## config.mk

```make
export PLATFORM = sky130hd
export DESIGN_NAME = bist_fail_logger
export DESIGN_NICKNAME = d
export VERILOG_FILES = /design/src/rtl/bist_fail_logger_pkg.sv /design/src/rtl/bist_fail_logger_fifo.sv /design/src/rtl/bist_fail_logger.sv
export SDC_FILE = /design/constraint.sdc
export NUM_CORES = 1
export LEC_CHECK = 0
export BUFFER_PORTS_ARGS = -buffer_cell sky130_fd_sc_hd__buf_2
export CAP_MARGIN = 10
export CELL_PAD_IN_SITES_DETAIL_PLACEMENT = 1
export CELL_PAD_IN_SITES_GLOBAL_PLACEMENT = 2
export CORE_MARGIN = 2
export CORE_UTILIZATION = 45
export CTS_BUF_LIST = sky130_fd_sc_hd__clkbuf_8
export DETAILED_ROUTE_END_ITERATION = 6
export GPL_TIMING_DRIVEN = 0
export PLACE_DENSITY_LB_ADDON = 0.1
export SYNTH_ARGS = -nofsm -noshare
export SYNTH_HDL_FRONTEND = slang
export SYNTH_SLANG_ARGS = --single-unit
```

## constraint.sdc

```tcl
create_clock -name clk -period 3.65 [get_ports clk]
set_input_delay 0.365 -clock clk [delete_from_list [all_inputs] [get_ports clk]]
set_output_delay 0.365 -clock clk [all_outputs]
set_load 0.05 [all_outputs]
```

## src/rtl/bist_fail_logger_pkg.sv

```systemverilog
// Shared types for the BIST fail logger: run-state enum and the fail-log entry payload.
package bist_pkg;

    localparam int unsigned BIST_ADDR_W = 8;
    localparam int unsigned BIST_DATA_W = 8;

    typedef enum logic [1:0] {
        IDLE = 2'd0,
        RUN  = 2'd1,
        DONE = 2'd2
    } bist_log_state_e;

    typedef struct packed {
        logic [BIST_ADDR_W-1:0] addr;
        logic [BIST_DATA_W-1:0] exp;
        logic [BIST_DATA_W-1:0] act;
    } bist_fail_entry_t;

endpackage

```

## src/rtl/bist_fail_logger_fifo.sv

```systemverilog
// DEPTH-entry synchronous FIFO of fail-log entries; pointers carry an extra wrap bit.
module bist_fail_fifo
    import bist_pkg::*;
#(
    parameter int unsigned DEPTH = 4
) (
    input  logic             clk,
    input  logic             rst_n,
    input  logic             clr,
    input  logic             push,
    input  logic             pop,
    input  bist_fail_entry_t din,
    output bist_fail_entry_t dout,
    output logic             full,
    output logic             empty
);

    localparam int unsigned AW    = (DEPTH > 1) ? $clog2(DEPTH) : 1;
    localparam int unsigned PTR_W = AW + 1;

    logic [PTR_W-1:0] wr_ptr_q, wr_ptr_d;
    logic [PTR_W-1:0] rd_ptr_q, rd_ptr_d;
    logic             do_push, do_pop;

    bist_fail_entry_t mem_q [DEPTH];

    // Full when indices match but wrap bits differ; a full FIFO still accepts a push alongside a pop.
    always_comb begin
        empty    = (wr_ptr_q == rd_ptr_q);
        full     = (wr_ptr_q[AW] != rd_ptr_q[AW]) && (wr_ptr_q[AW-1:0] == rd_ptr_q[AW-1:0]);
        do_pop   = pop && !empty;
        do_push  = push && (!full || do_pop);
        wr_ptr_d = wr_ptr_q;
        rd_ptr_d = rd_ptr_q;
        if (clr) begin
            wr_ptr_d = '0;
            rd_ptr_d = '0;
        end else begin
            if (do_push) wr_ptr_d = wr_ptr_q + PTR_W'(1);
            if (do_pop)  rd_ptr_d = rd_ptr_q + PTR_W'(1);
        end
    end

    always_ff @(posedge clk or negedge rst_n) begin
        if (!rst_n) begin
            wr_ptr_q <= '0;
            rd_ptr_q <= '0;
        end else begin
            wr_ptr_q <= wr_ptr_d;
            rd_ptr_q <= rd_ptr_d;
        end
    end

    always_ff @(posedge clk) begin
        if (do_push && !clr) mem_q[wr_ptr_q[AW-1:0]] <= din;
    end

    // Head reads as zero while empty so the log outputs never expose stale or unwritten storage.
    assign dout = empty ? '0 : mem_q[rd_ptr_q[AW-1:0]];

endmodule

```

## src/rtl/bist_fail_logger.sv

```systemverilog
// BIST fail logger: counts miscompares, logs the first failing entries, reports pass/fail at test end.
// Optional fail-bit accumulator enabled by defining BIST_FAIL_DIAG_EN.
module bist_fail_logger
    import bist_pkg::*;
#(
    parameter int unsigned ADDR_W = 8,
    parameter int unsigned DATA_W = 8,
    parameter int unsigned DEPTH  = 4,
    parameter int unsigned CNT_W  = 16
) (
    input  logic              clk,
    input  logic              rst_n,
    input  logic              start,
    input  logic              cmp_valid,
    input  logic              cmp_eq,
    input  logic [ADDR_W-1:0] cmp_addr,
    input  logic [DATA_W-1:0] cmp_exp,
    input  logic [DATA_W-1:0] cmp_act,
    input  logic              test_end,
    input  logic              log_ready,
    output logic              log_valid,
    output logic [ADDR_W-1:0] log_addr,
    output logic [DATA_W-1:0] log_exp,
    output logic [DATA_W-1:0] log_act,
    output logic [CNT_W-1:0]  err_count,
    output logic              overflow,
    output logic [DATA_W-1:0] fail_bits,
    output logic              busy,
    output logic              done,
    output logic              pass
);

    bist_log_state_e  state_q, state_d;
    logic [CNT_W-1:0] err_count_q, err_count_d;
    logic             overflow_q, overflow_d;
    logic             pass_q, pass_d;
    logic             clr, fail_ev;
    logic             fifo_push, fifo_pop, fifo_full, fifo_empty;
    bist_fail_entry_t entry_in, entry_out;

    // Next-state and status update; a start in RUN wins over any compare or test_end that cycle.
    always_comb begin
        state_d     = state_q;
        err_count_d = err_count_q;
        overflow_d  = overflow_q;
        pass_d      = pass_q;
        clr         = 1'b0;
        fail_ev     = 1'b0;

        unique case (state_q)
            IDLE, DONE: begin
                if (start) begin
                    state_d = RUN;
                    clr     = 1'b1;
                end
            end
            RUN: begin
                if (start) begin
                    clr = 1'b1;
                end else begin
                    fail_ev = cmp_valid && !cmp_eq;
                    if (test_end) state_d = DONE;
                end
            end
            default: state_d = IDLE;
        endcase

        fifo_pop  = !fifo_empty && log_ready;
        fifo_push = fail_ev && (!fifo_full || fifo_pop);

        if (clr) begin
            err_count_d = '0;
            overflow_d  = 1'b0;
            pass_d      = 1'b0;
        end else if (fail_ev) begin
            if (err_count_q != '1) err_count_d = err_count_q + CNT_W'(1);
            if (!fifo_push) overflow_d = 1'b1;
        end

        // The verdict uses the count including any fail in the test_end cycle.
        if (state_q == RUN && state_d == DONE) pass_d = (err_count_d == '0);

        entry_in.addr = BIST_ADDR_W'(cmp_addr);
        entry_in.exp  = BIST_DATA_W'(cmp_exp);
        entry_in.act  = BIST_DATA_W'(cmp_act);
    end

    always_ff @(posedge clk or negedge rst_n) begin
        if (!rst_n) begin
            state_q     <= IDLE;
            err_count_q <= '0;
            overflow_q  <= 1'b0;
            pass_q      <= 1'b0;
        end else begin
            state_q     <= state_d;
            err_count_q <= err_count_d;
            overflow_q  <= overflow_d;
            pass_q      <= pass_d;
        end
    end

    bist_fail_fifo #(
        .DEPTH (DEPTH)
    ) u_fifo (
        .clk   (clk),
        .rst_n (rst_n),
        .clr   (clr),
        .push  (fifo_push),
        .pop   (fifo_pop),
        .din   (entry_in),
        .dout  (entry_out),
        .full  (fifo_full),
        .empty (fifo_empty)
    );

`ifdef BIST_FAIL_DIAG_EN
    logic [DATA_W-1:0] fail_bits_q, fail_bits_d;

    // Accumulates every failing bit position, including entries the log had to drop.
    always_comb begin
        fail_bits_d = fail_bits_q;
        if (clr)          fail_bits_d = '0;
        else if (fail_ev) fail_bits_d = fail_bits_q | (cmp_exp ^ cmp_act);
    end

    always_ff @(posedge clk or negedge rst_n) begin
        if (!rst_n) fail_bits_q <= '0;
        else        fail_bits_q <= fail_bits_d;
    end

    assign fail_bits = fail_bits_q;
`else
    assign fail_bits = '0;
`endif

    assign log_valid = !fifo_empty;
    assign log_addr  = ADDR_W'(entry_out.addr);
    assign log_exp   = DATA_W'(entry_out.exp);
    assign log_act   = DATA_W'(entry_out.act);
    assign err_count = err_count_q;
    assign overflow  = overflow_q;
    assign pass      = pass_q;
    assign busy      = (state_q == RUN);
    assign done      = (state_q == DONE);

endmodule

```

### Word-level counts from Yosys, hierarchy flattened

Memory sizes are Yosys's and may differ from the RTL's.
Index checks and enable logic that the tools add are counted.

| operators by class | value |
|---|---|
| $add $sub $neg | 3 |
| multipliers | 0 |
| div/mod/pow operators | 0 |
| order comparisons | 0 |
| eq/ne operators | 8 |
| shifts and indexed selects | 0 |
| multiplexer cells | 23 |
| bitwise logic cells | 0 |
| reductions and logical operators | 23 |

Operators with widths:

| operator | count |
|---|---|
| 2-to-1 mux 16 bit | 3 |
| 2-to-1 mux 24 bit | 1 |
| adder 16 x 1 -> 16 bit, second input constant | 1 |
| zero test 16 bit | 1 |
| != test 16 bit, second input constant | 1 |
| 2-to-1 mux 3 bit | 4 |
| 2-to-1 mux 1 bit | 11 |
| logical AND 1 bit | 8 |
| nonzero test 2 bit | 4 |
| adder 3 x 1 -> 3 bit, second input constant | 2 |
| 2-to-1 mux 2 bit | 3 |
| equality test 2 bit, second input constant | 2 |
| zero test 1 bit | 4 |
| one-hot mux 2 bit (2 select lines) | 1 |
| equality test 3 bit | 1 |
| OR reduction 3 bit | 1 |
| equality test 2 x 1 -> 1 bit, second input constant | 1 |
| equality test 2 bit | 1 |
| zero test 2 bit | 1 |
| logical OR 1 bit | 2 |
| != test 2 x 1 -> 1 bit, second input constant | 1 |
| AND reduction 2 bit | 1 |
| OR reduction 2 bit | 1 |
| != test 1 bit | 1 |

| word-level totals | value |
|---|---|
| register bits after elaboration | 26 |
| bits in latches | 0 |
| RAM bits | 96 |
| ROM bits | 0 |
| input bits | 31 |
| output and inout port bits | 53 |
| word-level logic and storage cells | 64 |
| memories | 1 |

Memory list:

| memory | words | width | read ports | clocked after memory_dff | write ports | RTL line | source |
|---|---|---|---|---|---|---|---|
| u_fifo.mem_q | 4 | 24 | 1 | 0 | 1 | bist_fail_logger_fifo.sv:25 | `bist_fail_entry_t mem_q [DEPTH];` |

### Logic depth before layout (Yosys ltp)

Gate-level depths: netlist (run 1).

| depth | value |
|---|---|
| depth after elaboration | 9 |
| depth in mapped cells | 9 |
| gate-level depth less buffers | 8 |

### Hierarchy

A second synthesis (run 1) with hierarchy kept.

| unflattened totals | value |
|---|---|
| cell total of the unflattened synthesis | 349 |
| area, all modules | 5410.2 um^2 |

By module, submodules not included:

| module | times used | cells an instance | area each (um^2) | sequential area each (um^2) |
|---|---|---|---|---|
| bist_fail_fifo | 1 | 206 | 4131.5 | 3032.9 |
| bist_fail_logger | 1 | 143 | 1278.7 | 500.5 |

### Worst setup path after synthesis (run 1)

No wires, ideal clock.

| timing | value |
|---|---|
| path type | reg2reg |
| start point | register err_count_q[0], in the netlist err_count[0] |
| end point | register pass_q, in the netlist pass |
| setup time | 92 ps |
| arrival | 2637 ps |
| data required time | 3558 ps |
| slack | 921 ps |
| stages on the path, launching flop included | 9 |
| buffers on the path | 0 |
| clock period less this slack | 2729 ps |
| path through | dfrtp_1 -> ha_1 -> nor3b_1 -> nand2_1 -> nor3_1 -> xnor2_1 -> o21ai_0 -> or4_4 -> o31ai_2 |

| between the ends | value |
|---|---|
| longest elaborated chain between the ends | 6 |
| elaborated cells between the ends (all ways) | 7 |

Ends and longest elaborated chain:

| element | RTL line | source |
|---|---|---|
| start: declaration | bist_fail_logger.sv:34 | `logic [CNT_W-1:0] err_count_q, err_count_d;` |
| start signal: assignment | bist_fail_logger.sv:96 | `err_count_q <= err_count_d;` |
| adder 16 x 1 -> 16 bit or != test 16 bit (tied branches) | bist_fail_logger.sv:76 | `if (err_count_q != '1) err_count_d = err_count_q + CNT_W'(1);` |
| 2-to-1 mux 16 bit | bist_fail_logger.sv:76 |  |
| 2-to-1 mux 16 bit (*) | bist_fail_logger.sv:75 | `end else if (fail_ev) begin` |
| 2-to-1 mux 16 bit (*) | bist_fail_logger.sv:71 | `if (clr) begin` |
| zero test 16 bit (*) | bist_fail_logger.sv:81 | `if (state_q == RUN && state_d == DONE) pass_d = (err_count_d == '0);` |
| 2-to-1 mux 1 bit (*) | bist_fail_logger.sv:81 |  |
| end signal: assignment | bist_fail_logger.sv:98 | `pass_q <= pass_d;` |
| end: declaration | bist_fail_logger.sv:36 | `logic pass_q, pass_d;` |

Mark *: on every way between the ends. The rest lies on a longest branch, timed or not.
A chain may end at the register's enable or synchronous reset.

### Final worst setup path (run 1)

| timing | value |
|---|---|
| start point | register u_fifo.rd_ptr_q[0] |
| end point | output log_act[4] |

| between the ends | value |
|---|---|
| longest elaborated chain between the ends | 2 |
| elaborated cells between the ends (all ways) | 3 |

Ends and longest elaborated chain:

| element | RTL line | source |
|---|---|---|
| start: declaration | bist_fail_logger_fifo.sv:22 | `logic [PTR_W-1:0] rd_ptr_q, rd_ptr_d;` |
| start signal: assignment | bist_fail_logger_fifo.sv:50 | `rd_ptr_q <= rd_ptr_d;` |
| memory (4 x 24 bit) or equality test 3 bit (tied branches) | n/a |  |
| 2-to-1 mux 24 bit (*) | bist_fail_logger_fifo.sv:59 | `assign dout = empty ? '0 : mem_q[rd_ptr_q[AW-1:0]];` |
| end: declaration | bist_fail_logger.sv:24 | `output logic [DATA_W-1:0] log_act,` |

Marked as above.

==> flow_summary.json, run 1 <==
{
  "status": "finished clean",
  "yosys.area.top_type": "edfxtp_1",
  "reg2reg_to": "pass$_DFFE_PN0P_",
  "wl_met2_um": 6170,
  "met3_length_um": 475,
  "wl_per_cell_um": 19.4,
  "top_layer_used": "met4",
  "cpLargestDelayFamily": "buffers and inverters",
  "antenna_found_initial": 0,
  "grt_pass1_vias": 3561,
  "h-tree-depth": 4,
  "hold_ws_ns": 0.144,
  "drt-initial-drc-count": 277,
  "drtPass1Iterations": 4,
  "grt_max_degree": 27,
  "rsz0062_at_grt": "false",
  "post-route-cell-area_mm2": 0.00647,
  "slowest_stage": "clkbuf_1",
  "crit_arrival_ns": 2.87,
  "path_cells": "clkbuf_1, xnor2_1, and3_1, clkbuf_1, clkbuf_1, nor2b_1, buf_2",
  "fp.dieW_um": 113,
  "fmax_mhz": 309,
  "setup_violations": 0,
  "nNetsFinal": 497,
  "core_mm2": 0.0116,
  "pin_count": 84,
  "cts_tree": "yes",
  "grt_usage_pct": 20.2,
  "p_total_mw": 3.66,
  "fin_skew_ns": 0.0144,
  "final_common_cell": "edfxtp_1",
  "pwr-share-comb_pct": 25.9,
  "critPathBufInv": 4,
  "clock-sinks": 122,
  "via_per_inst": 5.38,
  "powerDensity_mw_per_mm2": 566,
  "switching_power_mw": 1.18,
  "crit_path_start_kind": "register",
  "final-hold-violation-count": 0,
  "synth_area_leaders": "edfxtp_1 53%, dfrtp_1 12%, mux4_2 10%",
  "async_flop_share_pct": 21.3,
  "grt_overflow": 0,
  "syn_to_final_growth_pct": 20.0,
  "dp_slack_ns": 0.677,
  "required_ns": 3.28,
  "cp_max_fo": 10,
  "die_y_um": 113,
  "drv_cap": 0,
  "syn_area_mm2": 0.00539,
  "antennaDiodeCount": 0,
  "synth_edf_count": 96,
  "start_util_pct": 46.6,
  "root_buffer": "clkbuf_8",
  "intPower_mw": 2.49,
  "setup_tns_ns": 0,
  "reg2regPathDepth": 7,
  "place_area_mm2": 0.00606,
  "grt_pass1_wl_um": 19000,
  "sequentialPowerShare_pct": 41.9,
  "die-area_mm2": 0.0129,
  "synthCells": 355,
  "p_leak_nw": 2.48,
  "worst_slew_pin_slew_ns": 0.751,
  "synth_ff_type": "edfxtp_1",
  "rrSetupSlack_ns": 0.70,
  "min_path_type": "primary input to register",
  "finalCritPeriodShare_pct": 88.6,
  "hpwl_um": 8420,
  "fillerInstances": 1151,
  "most-common-layout-cells": "96 x edfxtp_1, 76 x buf_2, 27 x nor2b_1, 27 x nor2_1, 26 x dfrtp_1",
  "holdPathStages": 1,
  "cts_buffer_depth": 2,
  "place.gp.congestion": 0.821,
  "switching_share_pct": 32.1,
  "finalWorstSetupSlack_ns": 0.415,
  "drv_slew": 0,
  "ys_warn_count": 0,
  "slew_headroom_pct": 49.9,
  "cpPeakStageDelay_ns": 0.49,
  "drt-total-wl_um": 11900,
  "drive_gt1_share_pct": 32.1,
  "met1_length_um": 5170,
  "power_frac_clock_pct": 32.2,
  "ir_drop_v": 0.000232,
  "crit_type": "register to primary output",
  "ys_ff_latch": 122,
  "hold_start": "cmp_addr[5]",
  "r2r_start": "err_count[0]$_DFF_PN0_",
  "port_buffers": 74,
  "crit_path_frequent_cell": "clkbuf_1",
  "synth.top_cell.area_share_pct": 53.5,
  "hold_end": "u_fifo.mem_q[3][21]$_DFFE_PP_",
  "seq_area_frac_synth_pct": 65.6,
  "drcViolationCount": 0,
  "cts_buffers": 17,
  "rows": 39,
  "fin_crit_ns": 3.24,
  "clk_pin_slew_worst_paths_ns": 0.07,
  "synth_cell_types": 49,
  "syn_avg_cell_area_um2": 15.2,
  "antenna_left": 0,
  "clock_latency_ns": 0.44,
  "crit_path_end_kind": "primary output",
  "num_vias": 3311
}
worst max path at each step:
stage / start / end / depth (start not counted)
2_1_floorplan: err_count[0]$_DFF_PN0_ / pass$_DFFE_PN0P_ / 8
3_3_place_gp: u_fifo.rd_ptr_q[0]$_DFFE_PN0P_ / u_fifo.wr_ptr_q[2]$_DFFE_PN0P_ / 8
3_5_place_dp: u_fifo.rd_ptr_q[0]$_DFFE_PN0P_ / log_act[4] / 5
4_1_cts: u_fifo.rd_ptr_q[0]$_DFFE_PN0P_ / log_act[4] / 5
5_1_grt: u_fifo.rd_ptr_q[0]$_DFFE_PN0P_ / log_act[4] / 7
6_report: u_fifo.rd_ptr_q[0]$_DFFE_PN0P_ / log_act[4] / 7
registers in the layout (all words and copies together), names as in the netlist:
register,flops
u_fifo.rd_ptr_q,3
u_fifo.mem_q,96
overflow,1
u_fifo.wr_ptr_q,3
err_count,16
pass,1
state_q,2
logic make-up after synthesis:
logic type                 count (synthesis)  synth area share (%)
muxes                                     27                  10.6
other                                      1                0.0696
AOI/OAI and AO/OA                         32                  3.90
xor gates and xnor gates                  14                  2.41
DFF                                      122                  65.6
buffers and inverters                     30                  2.69
and+or+nand+nor                          123                  13.4
adders and majority gates                  6                  1.39
worst reg2reg max path, delay by kind of cell, from the launching register on:
kind	cells	cell delay [ns]
AND/OR/NAND/NOR	3	1.17
AO/OA/AOI/OAI	3	0.97
flip-flops	1	0.45
adder cells (fa/ha/maj)	1	0.27
per-stage QoR:
stage	cells	util, %
after floorplan	362	-
after global placement	579	51.6
after detailed placement	583	52.4
after CTS	616	55.9
after global routing	616	55.9
final	616	55.9
power groups by stage:
stage	sequential [mW]	clock [mW]	combinational, mW
2_1_floorplan	1.57	0	0.723
3_3_place_gp	1.56	0	0.945
3_5_place_dp	1.56	0	0.955
4_1_cts	1.53	1.21	0.961
5_1_grt	1.54	1.27	1.01
6_report	1.53	1.18	0.947
final cells by class:
type / instances / area [um2] / area share, %
Timing Repair Buffer: 79 / 478 / 7.39
Clock inverter: 14 / 143 / 2.21
Buffer: 23 / 121 / 1.88
Clock buffer: 18 / 248 / 3.83
Multi-Input combinational cell: 210 / 1740 / 26.9
Sequential cell: 122 / 3530 / 54.6
Tap cell: 143 / 179 / 2.77
Inverter: 7 / 26.3 / 0.406
routing by layer:
metal	up-vias	global-route usage, %
met5	-	0
met4	0	6.50
met3	11	6.48
met2	83	34.2
met1	1675	24.7
li1	1542	-
synth_stat cells, types with 3 or more instances:
library cell	n
nand3_1	9
mux2i_1	3
nor3_1	8
ha_1	6
nand2_1	18
xnor2_1	11
o21ai_0	7
mux4_2	24
clkbuf_1	11
nor2_1	27
nor2b_1	27
buf_4	8
o31ai_1	3
a21oi_1	10
dfrtp_1	26
and2_1	7
a211oi_1	3
and3_1	4
edfxtp_1	96
inv_1	7
nor4b_1	3
repair_timing:
item,4_1_cts,5_1_grt
gates resized for setup,0,4
hold buffers,1,0
setup buffers,0,0
hold endpoints to repair,26,0
setup endpoints to repair,0,12
Note: power is estimated with default switching activity, not from simulation.
==> run 2, diff against run 1 <==
--- a/config.mk
+++ b/config.mk
@@ -5,13 +5,14 @@
 export SDC_FILE = /design/constraint.sdc
 export NUM_CORES = 1
 export LEC_CHECK = 0
-export BUFFER_PORTS_ARGS = -buffer_cell sky130_fd_sc_hd__buf_2
+export BUFFER_PORTS_ARGS = -buffer_cell sky130_fd_sc_hd__clkbuf_2
 export CAP_MARGIN = 10
 export CELL_PAD_IN_SITES_DETAIL_PLACEMENT = 1
 export CELL_PAD_IN_SITES_GLOBAL_PLACEMENT = 2
 export CORE_MARGIN = 2
 export CORE_UTILIZATION = 45
 export CTS_BUF_LIST = sky130_fd_sc_hd__clkbuf_8
+export CTS_CLUSTER_SIZE = 12
 export DETAILED_ROUTE_END_ITERATION = 6
 export GPL_TIMING_DRIVEN = 0
 export PLACE_DENSITY_LB_ADDON = 0.1
==> run 2 against run 1 <==
  * Register-to-register slack worse by 0.06 ns
  * Largest power group unchanged
  * Routed wire length fell by 1.2%
  * Sequential cell count is the same
  * Worst hold slack better by 0.017 ns
  * Via count up 0.97%
  * Global-route usage is 0.42 points lower
  * Cell count unchanged
  * Sequential share of layout area decreased by 0.14 points
  * Design area grew 0.25%
==> flow_summary.json, run 2 (synthesized netlist as in run 1, its figures left out) <==
{
  "drv_slew": 0,
  "worst_slew_pin_slew_ns": 0.751,
  "grt_pass1_wl_um": 19100,
  "antenna_left": 0,
  "core_mm2": 0.0116,
  "required_ns": 3.28,
  "hpwl_um": 8360,
  "die-area_mm2": 0.0129,
  "drv_cap": 0,
  "crit_arrival_ns": 2.83,
  "slew_headroom_pct": 50.0,
  "grt_max_degree": 27,
  "fillerInstances": 1162,
  "via_per_inst": 5.43,
  "holdPathStages": 1,
  "clock_latency_ns": 0.42,
  "final_common_cell": "edfxtp_1",
  "antenna_found_initial": 0,
  "hold_start": "cmp_exp[4]",
  "p_total_mw": 3.66,
  "final-hold-violation-count": 0,
  "cts_buffer_depth": 2,
  "dp_slack_ns": 0.633,
  "crit_type": "register to primary output",
  "port_buffers": 74,
  "die_y_um": 113,
  "sequential_cell_area_mm2": 0.00353,
  "drt-initial-drc-count": 212,
  "start_util_pct": 46.6,
  "drt-total-wl_um": 11800,
  "grt_pass1_vias": 3570,
  "multi_input_area_mm2": 0.00174,
  "path_cells": "clkbuf_1, xnor2_1, and3_1, clkbuf_1, clkbuf_1, nor2b_1, clkbuf_2",
  "pin_count": 84,
  "syn_to_final_growth_pct": 20.3,
  "grt_overflow": 0,
  "rows": 39,
  "crit_path_start_kind": "register",
  "ir_drop_v": 0.000185,
  "slowest_stage": "clkbuf_1",
  "h-tree-depth": 4,
  "fin_skew_ns": 0.0127,
  "r2r_start": "err_count[0]$_DFF_PN0_",
  "p_leak_nw": 2.42,
  "finalWorstSetupSlack_ns": 0.455,
  "nNetsFinal": 497,
  "crit_path_frequent_cell": "clkbuf_1",
  "powerDensity_mw_per_mm2": 565,
  "min_path_type": "primary input to register",
  "largest_reg_flops": 96,
  "setup_violations": 0,
  "fin_crit_ns": 3.20,
  "most-common-layout-cells": "96 x edfxtp_1, 76 x clkbuf_2, 27 x nor2b_1, 27 x nor2_1, 26 x dfrtp_1",
  "cp_max_fo": 10,
  "drive_gt1_share_pct": 33.4,
  "fmax_mhz": 313,
  "cts_tree": "yes",
  "status": "finished clean",
  "finalCritPeriodShare_pct": 87.5,
  "cts_buffers": 17,
  "drcViolationCount": 0,
  "startpoint": "u_fifo.rd_ptr_q[0]$_DFFE_PN0P_",
  "drtPass1Iterations": 6,
  "setup_tns_ns": 0,
  "clk_pin_slew_worst_paths_ns": 0.08,
  "num_vias": 3343,
  "fp.dieW_um": 113,
  "rsz0062_at_grt": "false",
  "place.gp.congestion": 0.823,
  "reg2regPathDepth": 7,
  "root_buffer": "clkbuf_8",
  "clock-sinks": 122,
  "grt_usage_pct": 19.7,
  "wl_per_cell_um": 19.1,
  "cpPeakStageDelay_ns": 0.51,
  "antennaDiodeCount": 0,
  "crit_path_end_kind": "primary output"
}
==> run 2: cell count changes in the layout (fill, tap and decap cells not counted), moves of 2 or more <==
cell,before,now
clkinv_4,0,3
inv_1,13,7
clkinvlp_4,2,6
clkbuf_2,2,76
buf_2,76,2
clkinv_2,3,1
==> run 2: worst paths after layout <==
check | end | slack, ns
worst max-delay path | log_exp[7] | 0.45
worst min-delay path | u_fifo.mem_q[3][12]$_DFFE_PP_ | 0.16
worst max register to register | pass$_DFFE_PN0P_ | 0.64
worst min register to register | overflow$_DFFE_PN0P_ | 0.50
max in group asynchronous | u_fifo.rd_ptr_q[2]$_DFFE_PN0P_ | 2.67
min in group asynchronous | err_count[14]$_DFF_PN0_ | 0.52
==> run 2: per-layer routing <==
| layer | GRT usage, % | routed length [um] |
|---|---|---|
| met5 | 0 | 0 |
| met2 | 33.1 | 6040 |
| met1 | 25.5 | 5200 |
| met3 | 4.46 | 401 |
| met4 | 7.07 | 138 |
==> run 2: repair_timing <==
| action | in CTS | in global routing |
|---|---|---|
| hold buffers | 1 | 0 |
| gates resized for setup | 0 | 4 |
| endpoints found under the setup margin | 0 | 5 |
| buffers inserted | 0 | 0 |
| endpoints found under the hold margin | 26 | 0 |
==> run 2: cell type report <==
| type | count | area share, % |
|---|---|---|
| Clock inverter | 13 | 2.24 |
| Multi-Input combinational cell | 210 | 26.8 |
| Sequential cell | 122 | 54.5 |
| Inverter | 7 | 0.405 |
| Buffer | 23 | 1.87 |
| Timing Repair Buffer | 79 | 7.37 |
| Clock buffer | 19 | 4.03 |
| Tap cell | 143 | 2.76 |
==> run 2: critical path, delay by kind of cell (launching register included) <==
| kind | cells | cell delay [ns] |
|---|---|---|
| buffers and inverters | 4 | 1.54 |
| flip-flops | 1 | 0.35 |
| XOR/XNOR | 1 | 0.21 |
| AND/OR/NAND/NOR | 2 | 0.31 |
==> run 2: power breakdown <==
group / internal (mW) / total (mW) / switching [mW]
Sequential: 1.52 / 1.53 / 0.0110
Combinational: 0.287 / 0.943 / 0.657
Clock: 0.646 / 1.19 / 0.542
Total: 2.45 / 3.66 / 1.21
==> run 2: stage by stage <==
| stage | utilization, % | instances | hold slack [ns] | cell area (um2) |
|---|---|---|---|---|
| 3_3_place_gp | 51.6 | 579 | 0.448 | 5970 |
| 2_1_floorplan | - | 362 | 0.0694 | 5420 |
| 6_report | 56.1 | 616 | 0.162 | 6480 |
| 5_1_grt | 56.1 | 616 | 0.128 | 6480 |
| 4_1_cts | 56.0 | 616 | 0.133 | 6480 |
| 3_5_place_dp | 52.4 | 583 | 0.450 | 6060 |
==> run 3, diff against run 2 <==
--- a/config.mk
+++ b/config.mk
@@ -18,4 +18,5 @@
 export PLACE_DENSITY_LB_ADDON = 0.1
 export SYNTH_ARGS = -nofsm -noshare
 export SYNTH_HDL_FRONTEND = slang
+export SYNTH_HIERARCHICAL = 1
 export SYNTH_SLANG_ARGS = --single-unit
==> run 3 against run 2 <==
  * Synthesized area rose by 0.37%
  * Sequential cell count unchanged
  * Non-clock buffer count down 2
  * Combinational power down 33%
  * Fmax decreased by 2.0%
  * Global-route usage decreased by 0.25 points
  * Largest cell class unchanged
==> flow_summary.json, run 3 <==
{
  "hold_start": "cmp_act[4]",
  "synth-simple-area-share_pct": 12.8,
  "h-tree-depth": 4,
  "antennaDiodeCount": 0,
  "crit_arrival_ns": 3.41,
  "fmax_mhz": 307,
  "synth_cell_types": 60,
  "grt_pass1_vias": 3437,
  "die-area_mm2": 0.0129,
  "most-common-layout-cells": "96 x edfxtp_1, 75 x clkbuf_2, 26 x dfrtp_1",
  "drt-initial-drc-count": 192,
  "drt-total-wl_um": 11600,
  "setup_tns_ns": 0,
  "port_buffers": 75,
  "holdPathStages": 1,
  "async_flop_share_pct": 21.3,
  "setup_violations": 0,
  "min_path_type": "primary input to register",
  "drcViolationCount": 0,
  "drv_cap": 0,
  "antenna_left": 0,
  "crit_path_start_kind": "register",
  "fin_crit_ns": 3.26,
  "root_buffer": "clkbuf_8",
  "status": "finished clean",
  "nNetsFinal": 492,
  "postCtsSetupBuffers": 0,
  "required_ns": 3.80,
  "fp.dieW_um": 114,
  "drv_slew": 0,
  "ys_ff_latch": 122,
  "syn_area_mm2": 0.00541,
  "utilization_pct": 54.4,
  "rsz0062_at_grt": "false",
  "fillerInstances": 1191,
  "slew_headroom_pct": 53.7,
  "seq_area_frac_synth_pct": 65.3,
  "rows": 40,
  "clock_latency_ns": 0.44,
  "slowest_stage": "and2_2",
  "hpwl_um": 8310,
  "p_total_mw": 3.23,
  "reg2regPathDepth": 11,
  "p_leak_nw": 2.46,
  "powerDensity_mw_per_mm2": 500,
  "clock-sinks": 122,
  "synthCells": 349,
  "hold_ws_ns": 0.137,
  "finalCritPeriodShare_pct": 89.4,
  "yosysMostFrequentCell": "edfxtp_1",
  "final-hold-violation-count": 0,
  "die_y_um": 114,
  "num_vias": 3325,
  "crit_path_end_kind": "register",
  "cp_max_fo": 13,
  "grt_overflow": 0,
  "syn_avg_cell_area_um2": 15.5,
  "synth_area_leaders": "edfxtp_1 53%, dfrtp_1 12%, mux4_2 10%",
  "rrSetupSlack_ns": 0.39,
  "hold_end": "u_fifo/mem_q[0][4]$_DFFE_PP_",
  "finalWorstSetupSlack_ns": 0.388,
  "synth_ff_type": "edfxtp_1",
  "pin_count": 84,
  "dp_slack_ns": 0.0327,
  "fin_skew_ns": 0.00878,
  "yosys.area.top_type": "edfxtp_1",
  "r2r_start": "u_fifo/rd_ptr_q[0]$_DFFE_PN0P_",
  "via_per_inst": 5.42,
  "drive_gt1_share_pct": 34.7,
  "start_util_pct": 45.6,
  "final_common_cell": "edfxtp_1",
  "drtPass1Iterations": 4,
  "core_mm2": 0.0119,
  "ys_warn_count": 6,
  "synth.top_cell.area_share_pct": 53.3,
  "cts_buffers": 17,
  "synth_top_family_by_area": "simple AND/OR/NAND/NOR gates",
  "path_cells": "buf_4, xor2_1, nor3_4, clkbuf_1, inv_1, nand2_1, a21oi_1, nand2b_1, a41oi_1, and2_2, buf_8",
  "cts_buffer_depth": 2,
  "antenna_found_initial": 0,
  "largest_reg_flops": 96,
  "grt_pass1_wl_um": 18600,
  "syn_to_final_growth_pct": 19.2,
  "synthXorXnorAreaFrac_pct": 2.10,
  "synth_edf_count": 96,
  "worst_slew_pin_slew_ns": 0.694,
  "place.gp.congestion": 0.792,
  "synth_compound_area_share_pct": 4.28,
  "grt_usage_pct": 19.5,
  "cpPeakStageDelay_ns": 0.47,
  "grt_max_degree": 27,
  "cts_tree": "yes",
  "ys_top_cells_by_count": "96 x edfxtp_1, 26 x dfrtp_1, 24 x mux4_2, 24 x nor2b_1",
  "wl_per_cell_um": 18.9,
  "yosys-mux-area-fraction_pct": 11.2,
  "crit_type": "register to register",
  "reg2reg_to": "u_fifo/mem_q[2][7]$_DFFE_PP_",
  "ir_drop_v": 0.000360,
  "clk_pin_slew_worst_paths_ns": 0.07,
  "synth_fa_ha_area_share_pct": 1.39
}
## run 3: cell types whose count changed in the layout (fill, tap and decap cells not counted), sizes merged, moves of 5 or more
cell    previous run  this run
a31oi              0         6
nor2              27        20
clkbuf           106        97
buf               14        19
## run 3: worst max-delay path, delay by kind of cell (launching register included)
kind | cells | cell delay [ns]
buffers and inverters | 4 | 0.89
AND/OR/NAND/NOR | 4 | 0.80
AO/OA/AOI/OAI | 2 | 0.54
flip-flops | 1 | 0.38
XOR/XNOR | 1 | 0.37
## run 3: routing by layer
layer / track usage, % / vias up / share of wire [%] / wire [um]
met3: 4.68 / 18 / 4.3 / 504
li1: - / 1541 / - / -
met1: 23.5 / 1670 / 41 / 4770
met2: 33.6 / 96 / 53 / 6130
met4: 8.37 / 0 / 1.9 / 216
met5: 0 / - / 0 / 0
## run 3: final cells by class
class | instances | area, um2 | area share, %
flip-flops and latches | 122 | 3530 | 54.8
clock inverters | 14 | 109 | 1.69
plain buffers | 20 | 120 | 1.86
clock buffers | 17 | 234 | 3.63
repair buffers | 80 | 483 | 7.49
well taps | 147 | 184 | 2.85
multi-input cells | 204 | 1750 | 27.1
inverters | 10 | 37.5 | 0.582
## run 3: what timing repair did
| item | CTS | global route |
|---|---|---|
| hold endpoints to repair | 26 | 0 |
| resized for setup | 0 | 4 |
| endpoints found under the setup margin | 0 | 74 |
| hold buffers | 1 | 0 |
## run 3: where the power goes
group	total (mW)	switching [mW]	internal, mW	leakage [nW]
clock network	1.05	0.533	0.522	0.171
logic	0.634	0.474	0.160	1.06
registers	1.54	0.0178	1.52	1.22
total	3.23	1.02	2.20	2.46
## run 3: kinds of logic (layout without fill, tap and decap cells)
| group | Yosys count | in the layout |
|---|---|---|
| xor gates and xnor gates | 13 | 13 |
| adders and majority gates | 6 | 6 |
| other | 1 | 8 |
| AOI/OAI and AO/OA | 34 | 34 |
| muxes | 30 | 30 |
| buffers and inverters | 30 | 141 |
| DFF | 122 | 122 |
| and+or+nand+nor | 113 | 113 |
## run 3: how the worst max path moves through the flow
stage,cells past startpoint,endpoint,start
after floorplan,10,u_fifo/mem_q[3][0]$_DFFE_PP_,u_fifo/rd_ptr_q[0]$_DFFE_PN0P_
after CTS,11,u_fifo/mem_q[2][5]$_DFFE_PP_,u_fifo/rd_ptr_q[0]$_DFFE_PN0P_
after global placement,10,u_fifo/mem_q[3][12]$_DFFE_PP_,u_fifo/rd_ptr_q[0]$_DFFE_PN0P_
final,11,u_fifo/mem_q[2][7]$_DFFE_PP_,u_fifo/rd_ptr_q[0]$_DFFE_PN0P_
after detailed placement,11,u_fifo/mem_q[2][6]$_DFFE_PP_,u_fifo/rd_ptr_q[0]$_DFFE_PN0P_
after global routing,11,u_fifo/mem_q[2][5]$_DFFE_PP_,u_fifo/rd_ptr_q[0]$_DFFE_PN0P_
## run 3: stage by stage
step / cells / cell area [um2]
finish: 614 / 6450
CTS: 614 / 6450
floorplan: 356 / 5440
global placement: 578 / 6000
global route: 614 / 6450
detailed placement: 582 / 6090
